--- config.mk ---
export PLATFORM = sky130hd
export DESIGN_NAME = mul_add_seq
export DESIGN_NICKNAME = d
export VERILOG_FILES = /design/src/rtl/mul_add_pkg.sv /design/src/rtl/mul_add_seq.sv
export SDC_FILE = /design/constraint.sdc
export NUM_CORES = 1
export LEC_CHECK = 0
export BUFFER_PORTS_ARGS = -buffer_cell sky130_fd_sc_hd__buf_2
export CAP_MARGIN = 25
export CORE_ASPECT_RATIO = 1.5
export CORE_MARGIN = 2
export CORE_UTILIZATION = 40
export DETAILED_ROUTE_END_ITERATION = 12
export GPL_TIMING_DRIVEN = 0
export SYNTH_ARGS = -nofsm -noshare
export SYNTH_HDL_FRONTEND = slang
export SYNTH_SLANG_ARGS = --single-unit
--- constraint.sdc ---
create_clock -name clk -period 1.8 [get_ports clk]
set_input_delay 0.09 -clock clk [delete_from_list [all_inputs] [get_ports clk]]
set_output_delay 0.09 -clock clk [all_outputs]
set_load 0.1 [all_outputs]
--- src/rtl/mul_add_pkg.sv ---
// Shared definitions for the sequential multiply-add block.
// Holds the FSM state encoding and the default operand widths.
// Latency/backpressure: n/a (types and constants only).
package mul_add_pkg;

  // Default multiplier (merchant) and multiplicand (divisor) widths.
  localparam int DEF_N = 5;
  localparam int DEF_M = 3;

  typedef enum logic [1:0] {
    IDLE = 2'd0,
    RUN  = 2'd1,
    DONE = 2'd2
  } state_t;

endpackage : mul_add_pkg

--- src/rtl/mul_add_seq.sv ---
// Sequential shift-add unit: product = merchant*divisor + remainder (unsigned, N+M bits).
// Latency: rdy pulses N+1 edges after the accepting edge (earlier for small merchant with
//   MUL_ADD_SEQ_EARLY_EXIT_EN defined: RUN ends once the shifted multiplier is zero).
// Backpressure: none queued; data_rdy is ignored while busy=1, so hold it until busy=0.
//
// Ports:
//   clk        rising-edge clock
//   rst        synchronous active-high reset, highest priority
//   data_rdy   start request, operands sampled in the same cycle when idle
//   merchant   N-bit multiplier (quotient)
//   divisor    M-bit multiplicand
//   remainder  M-bit addend, preloaded into the accumulator
//   busy       high in RUN and DONE
//   rdy        one-cycle pulse, product valid
//   product    N+M-bit result, held until the next completion
module mul_add_seq
  import mul_add_pkg::*;
#(
  parameter int N = DEF_N,
  parameter int M = DEF_M
) (
  input  logic             clk,
  input  logic             rst,
  input  logic             data_rdy,
  input  logic [N-1:0]     merchant,
  input  logic [M-1:0]     divisor,
  input  logic [M-1:0]     remainder,
  output logic             busy,
  output logic             rdy,
  output logic [N+M-1:0]   product
);

  localparam int W  = N + M;
  localparam int CW = $clog2(N + 1);
  localparam logic [CW-1:0] LAST_STEP = CW'(N - 1);

  state_t          state;
  state_t          state_nxt;
  logic [N-1:0]    mplier;
  logic [W-1:0]    mcand;
  logic [W-1:0]    acc;
  logic [CW-1:0]   step;
  logic            run_last;

`ifdef MUL_ADD_SEQ_EARLY_EXIT_EN
  // Once the multiplier shifted this cycle has no set bits left, further
  // RUN cycles could only add zero, so finish now.
  assign run_last = (step == LAST_STEP) || ((mplier >> 1) == '0);
`else
  assign run_last = (step == LAST_STEP);
`endif

  always_ff @(posedge clk) begin
    if (rst) begin
      state <= IDLE;
    end else begin
      state <= state_nxt;
    end
  end

  always_comb begin
    state_nxt = state;
    case (state)
      IDLE:    if (data_rdy) state_nxt = RUN;
      RUN:     if (run_last) state_nxt = DONE;
      DONE:    state_nxt = IDLE;
      default: state_nxt = IDLE;
    endcase
  end

  assign busy = (state != IDLE);

  always_ff @(posedge clk) begin
    if (rst) begin
      mplier  <= '0;
      mcand   <= '0;
      acc     <= '0;
      step    <= '0;
      rdy     <= 1'b0;
      product <= '0;
    end else begin
      rdy <= 1'b0;
      case (state)
        IDLE: begin
          if (data_rdy) begin
            mplier <= merchant;
            mcand  <= {{N{1'b0}}, divisor};
            acc    <= {{N{1'b0}}, remainder};
            step   <= '0;
          end
        end
        RUN: begin
          if (mplier[0]) acc <= acc + mcand;
          mplier <= mplier >> 1;
          mcand  <= mcand << 1;
          step   <= step + CW'(1);
        end
        DONE: begin
          product <= acc;
          rdy     <= 1'b1;
        end
        default: ;
      endcase
    end
  end

endmodule : mul_add_seq

Yosys cells after proc, flatten, opt, wreduce, memory -nomap -nowiden
Cells that the tools add are included.
{ "word_totals": {"in_bits": 14, "register_bits": 35, "word_cells": 34} }
{ "op_classes": {"mux": 13, "reduce_logical": 6, "n_eq_ne": 6, "addsub": 2} }
{ "ops": {"columns": ["op", "count"], "rows": [
  ["one-hot mux 8 bit (2 select lines)", 2],
  ["two-way mux 8 bit", 3],
  ["one-hot mux 5 bit (2 select lines)", 1],
  ["adder 8 bit", 1],
  ["!= test 2 bit (second input constant)", 3],
  ["one-hot mux 3 bit (2 select lines)", 1],
  ["two-way mux 5 bit", 1],
  ["two-way mux 2 bit", 2],
  ["one-hot mux 2 bit (2 select lines)", 1],
  ["AND reduction 2 bit", 2],
  ["nonzero test 2 bit", 2],
  ["adder 3 x 1 -> 3 bit (second input constant)", 1],
  ["equality test 3 bit (second input constant)", 1],
  ["two-way mux 3 bit", 1],
  ["AND reduction 3 bit", 1],
  ["equality test 2 x 1 -> 1 bit (second input constant)", 1],
  ["equality test 2 bit (second input constant)", 1],
  ["zero test 2 bit", 1],
  ["two-way mux 1 bit", 1]
]} }

Longest topological paths before layout
{ "depth": {"ltp_word": 3, "mapped_depth": 8, "depth_no_buf": 8} }

Least setup slack after synthesis
Ideal clock, no wire load.
{ "synth_path": {"path_type": "register -> register", "from": "register mcand[0]", "to": "register acc[6]", "required_ns": 1.683, "path_buffers": 0, "t_arrival_ns": 1.597, "setup_time_ns": 0.117, "path_stages_with_launch": 9, "slack_ns": 0.085, "period_less_slack_ns": 1.715, "cell_sequence": "dfxtp_1 ha_1 inv_1 fa_1 nor2b_4 o21ai_2 a21oi_1 o21ai_0 a32o_1"} }
{ "synth_between": {"elab_chain_cells": 3} }
{ "synth_rtl": {"columns": ["element", "line", "text"], "rows": [
  ["start, declared", "mul_add_seq.sv:40", "logic [W-1:0] mcand;"],
  ["start signal, assigned", "mul_add_seq.sv:87", "mcand <= {{N{1'b0}}, divisor};"],
  ["start signal, assigned", "mul_add_seq.sv:95", "mcand <= mcand << 1;"],
  ["adder 8 bit", "mul_add_seq.sv:93", "if (mplier[0]) acc <= acc + mcand;"],
  ["two-way mux 8 bit", "mul_add_seq.sv:93", null],
  ["one-hot mux 8 bit (2 select lines)", "mul_add_seq.sv:83", "case (state)"],
  ["end signal, assigned", "mul_add_seq.sv:88", "acc <= {{N{1'b0}}, remainder};"],
  ["end signal, assigned", "mul_add_seq.sv:93", null],
  ["end, declared", "mul_add_seq.sv:41", "logic [W-1:0] acc;"]
]} }
Every way passes these cells. The select of a mux whose other input is x is not followed.
A chain may end at the register's enable or synchronous reset.

Final worst setup path
Ends and elaborated chain as after synthesis.

==> summary.md <==
| Metric | Value |
|---|---|
| Outcome | finished, final reports clean |
| CTS clk-pin slew, worst paths | 70 ps |
| I/O Pins | 24 |
| Worst Clk Skew | 2.79 ps |
| Max incr delay on CP | 400 ps |
| Clk pwr share | 34.2% |
| Biggest area consumer among synthesized cells | dfxtp_1 |
| Sequential share of power | 53.8% |
| Synth cell types | 38 |
| Nets | 257 |
| Count leader, synth | nand2_1 |
| Critical path cell sequence | ha_4 > inv_2 > fa_2 > nor2b_4 > o21ai_2 > a21oi_2 > o21ai_1 > a32o_1 |
| CTS tree | yes |
| RSZ-0062 raised after global routing | true |
| Row count | 28 |
| Detail Route Antenna Nets | 0 |
| Fillcell total | 424 |
| Fin area | 1960 sq um |
| Die Footprint | 4760 sq um |
| Min Hold Slack | 63.6 ps |
| Setup crit end kind | flip-flop |
| WP data arrival | 1930 ps |
| Leakage power | 0.828 nW |
| Synth Register Bits | 35 |
| Drt pass-1 iters | 4 |
| Final core occ | 49.0% |
| Pre-CTS setup slack | -102 ps |
| # diodes | 0 |
| Hold Vio Cnt, Final | 0 |
| Final RePlAce weighted congestion | 0.765 |
| Post-synth top cells | nand2_1, dfxtp_1, nor2_1 |
| Worst path slowest cell | fa_2 |
| First-pass GRT wire length | 6180 microns |
| Total internal power | 1.13 mW |
| Hpwl dp | 2630 microns |
| Setup CP Type | flip-flop to flip-flop |
| Crit Path Max Fanout | 3 |
| Async S/R FF share, synth | 0% |
| Comb pwr share | 12.0% |
| DR DRC count | 0 |
| Clk Latency, worst-skew pair | 290 ps |
| Yosys warnings | 0 |
| Startpoint Class | flip-flop |
| Vias in the first global route | 1337 |
| Max Clock Freq | 571 MHz |
| Syn Nets | 227 |
| Largest net degree at the start of global routing | 11 |
| Chip Height | 83.5 microns |
| Final-report max-slew violation count | 0 |
| Area Growth Syn to Fin | 16.0% |
| Number of antenna violations at the first check in global routing | 0 |
| Max H-tree Level | 2 |
| Setup-failing EPs final | 0 |
| Synthesized area | 1690 sq um |
| Initial core utilization | 42.2% |
| Setup TNS | 0 ps |
| Drt wl/cell | 13.0 microns |
| Crit path time final | 1750 ps |
| Initial drt markers | 21 |
| Placed inst area | 1850 sq um |
| Gr usage total | 16.8% |
| Area of the multi-input gates | 908 sq um |
| Slew at the pin closest to its max-slew limit | 486 ps |
| Max Buffers Root-to-Sink | 2 |
| Final period util | 97.3% |
| Sequential share of the synthesized area | 41.6% |
| Mapped Cells | 203 |
| Clock sinks | 35 |
| CORE AREA | 3990 sq um |
| EDFF count, synth | 0 |
| Hold WC Path Type | input pin to flip-flop |
| Area contributors post-synth | dfxtp_1, nand2_1, ha_1 |
| Vias after detailed routing | 1440 |
| Final setup margin | 49.4 ps |
| CTS Buf Count | 5 |
| Power Density | 783 nW/um^2 |
| Register area | 706 sq um |
| Synth top area share | 41.6% |
| Via/cell ratio | 5.20 |
| Peak VDD IR | 0.525 mV |
| Top_reg_cell synth | dfxtp_1 |
| CP Data Required Time | 1980 ps |
| Root Driver | clkbuf_8 |
| Total global routing overflow | 0 |
| Sw Share | 25.9% |
| Die Span X | 57 microns |
| Switch Pwr | 0.396 mW |
| Share of post-route cells with drive strength above 1 | 20.7% |
| Total Wirelength | 3600 microns |
| Port Buf Inserts | 22 |
| Max-cap viol count | 0 |
| Relative slew slack | 67.8% |
| Post-Syn Area per Cell | 8.30 sq um |
-- final timing paths --
check	start	to	slack, ps	depth (start not counted)
setup / recovery	mcand[0]	acc[6]	50	8
hold / removal	merchant[0]	mplier[0]	60	3
setup reg to reg	mcand[0]	acc[6]	50	8
hold reg to reg	product[4]	product[4]	450	2
-- state kept, by name, indices dropped and copies added, names as in the netlist --
name and count:
mplier 5, state 2, step 3, mcand 8, acc 8, product 8
rdy 1
-- power groups by stage --
stage	Clock [mW]	Sequential, mW	Combinational (mW)
2_1_floorplan	0	0.834	0.138
3_3_place_gp	0	0.840	0.180
3_5_place_dp	0	0.840	0.182
4_1_cts	0.539	0.823	0.183
5_1_grt	0.572	0.826	0.208
6_report	0.523	0.823	0.184
-- worst max-delay path: cells and delay by family (launching register included) --
kind                     cells  cell delay (ps)
buffers and inverters        1               40
AO/OA/AOI/OAI                4              560
AND/OR/NAND/NOR              1              140
adder cells (fa/ha/maj)      2              540
flip-flops                   1              370
-- logic make-up after synthesis --
logic type               count (synthesis)  share of synthesized area, %
buffers and inverters                   21                          5.64
XOR/XNOR                                 4                          2.08
multiplexers                             3                          1.86
flip-flops                              35                          41.6
AND/OR/NAND/NOR                         81                          21.8
AO/OA/AOI/OAI                           49                          19.2
adder cells (fa/ha/maj)                 10                          7.87
-- metal layers --
layer	up-vias	GRT usage [%]	wire (microns)
met1	656	18.5	1570
met2	26	29.4	1840
met3	6	4.65	118
met5	-	0	0
met4	0	6.98	70
li1	752	-	-
-- layout make-up --
cell class	count	share of cell area (%)
buffer	12	3.13
tap	45	2.88
clock buffer	6	3.71
timing repair buffer	23	6.01
inverter	9	1.73
multi-input combinational	147	46.4
sequential	35	36.1
-- cell usage in the layout (no fill, tap or decap), types with 5 or more instances in the layout --
| master | n |
|---|---|
| a21oi_1 | 14 |
| buf_2 | 26 |
| ha_1 | 8 |
| clkbuf_1 | 6 |
| a22oi_1 | 7 |
| o21ai_0 | 8 |
| a311oi_1 | 9 |
| nand2_1 | 37 |
| inv_1 | 8 |
| dfxtp_1 | 33 |
| nor2_1 | 27 |
| clkbuf_8 | 5 |
-- metrics by stage --
| step | std cells | total power [mW] |
|---|---|---|
| after floorplan | 203 | 0.971 |
| after global placement | 270 | 1.02 |
| after detailed placement | 270 | 1.02 |
| after CTS | 276 | 1.55 |
| after global routing | 277 | 1.61 |
| final | 277 | 1.53 |
-- repair_timing --
action | 4_1_cts | 5_1_grt
hold buffers | 0 | 0
resized for setup | 2 | 7
buffers inserted | 0 | 1
setup endpoints to repair | 1 | 1
pin swaps | 0 | 3
(Power assumes the default switching activity.)
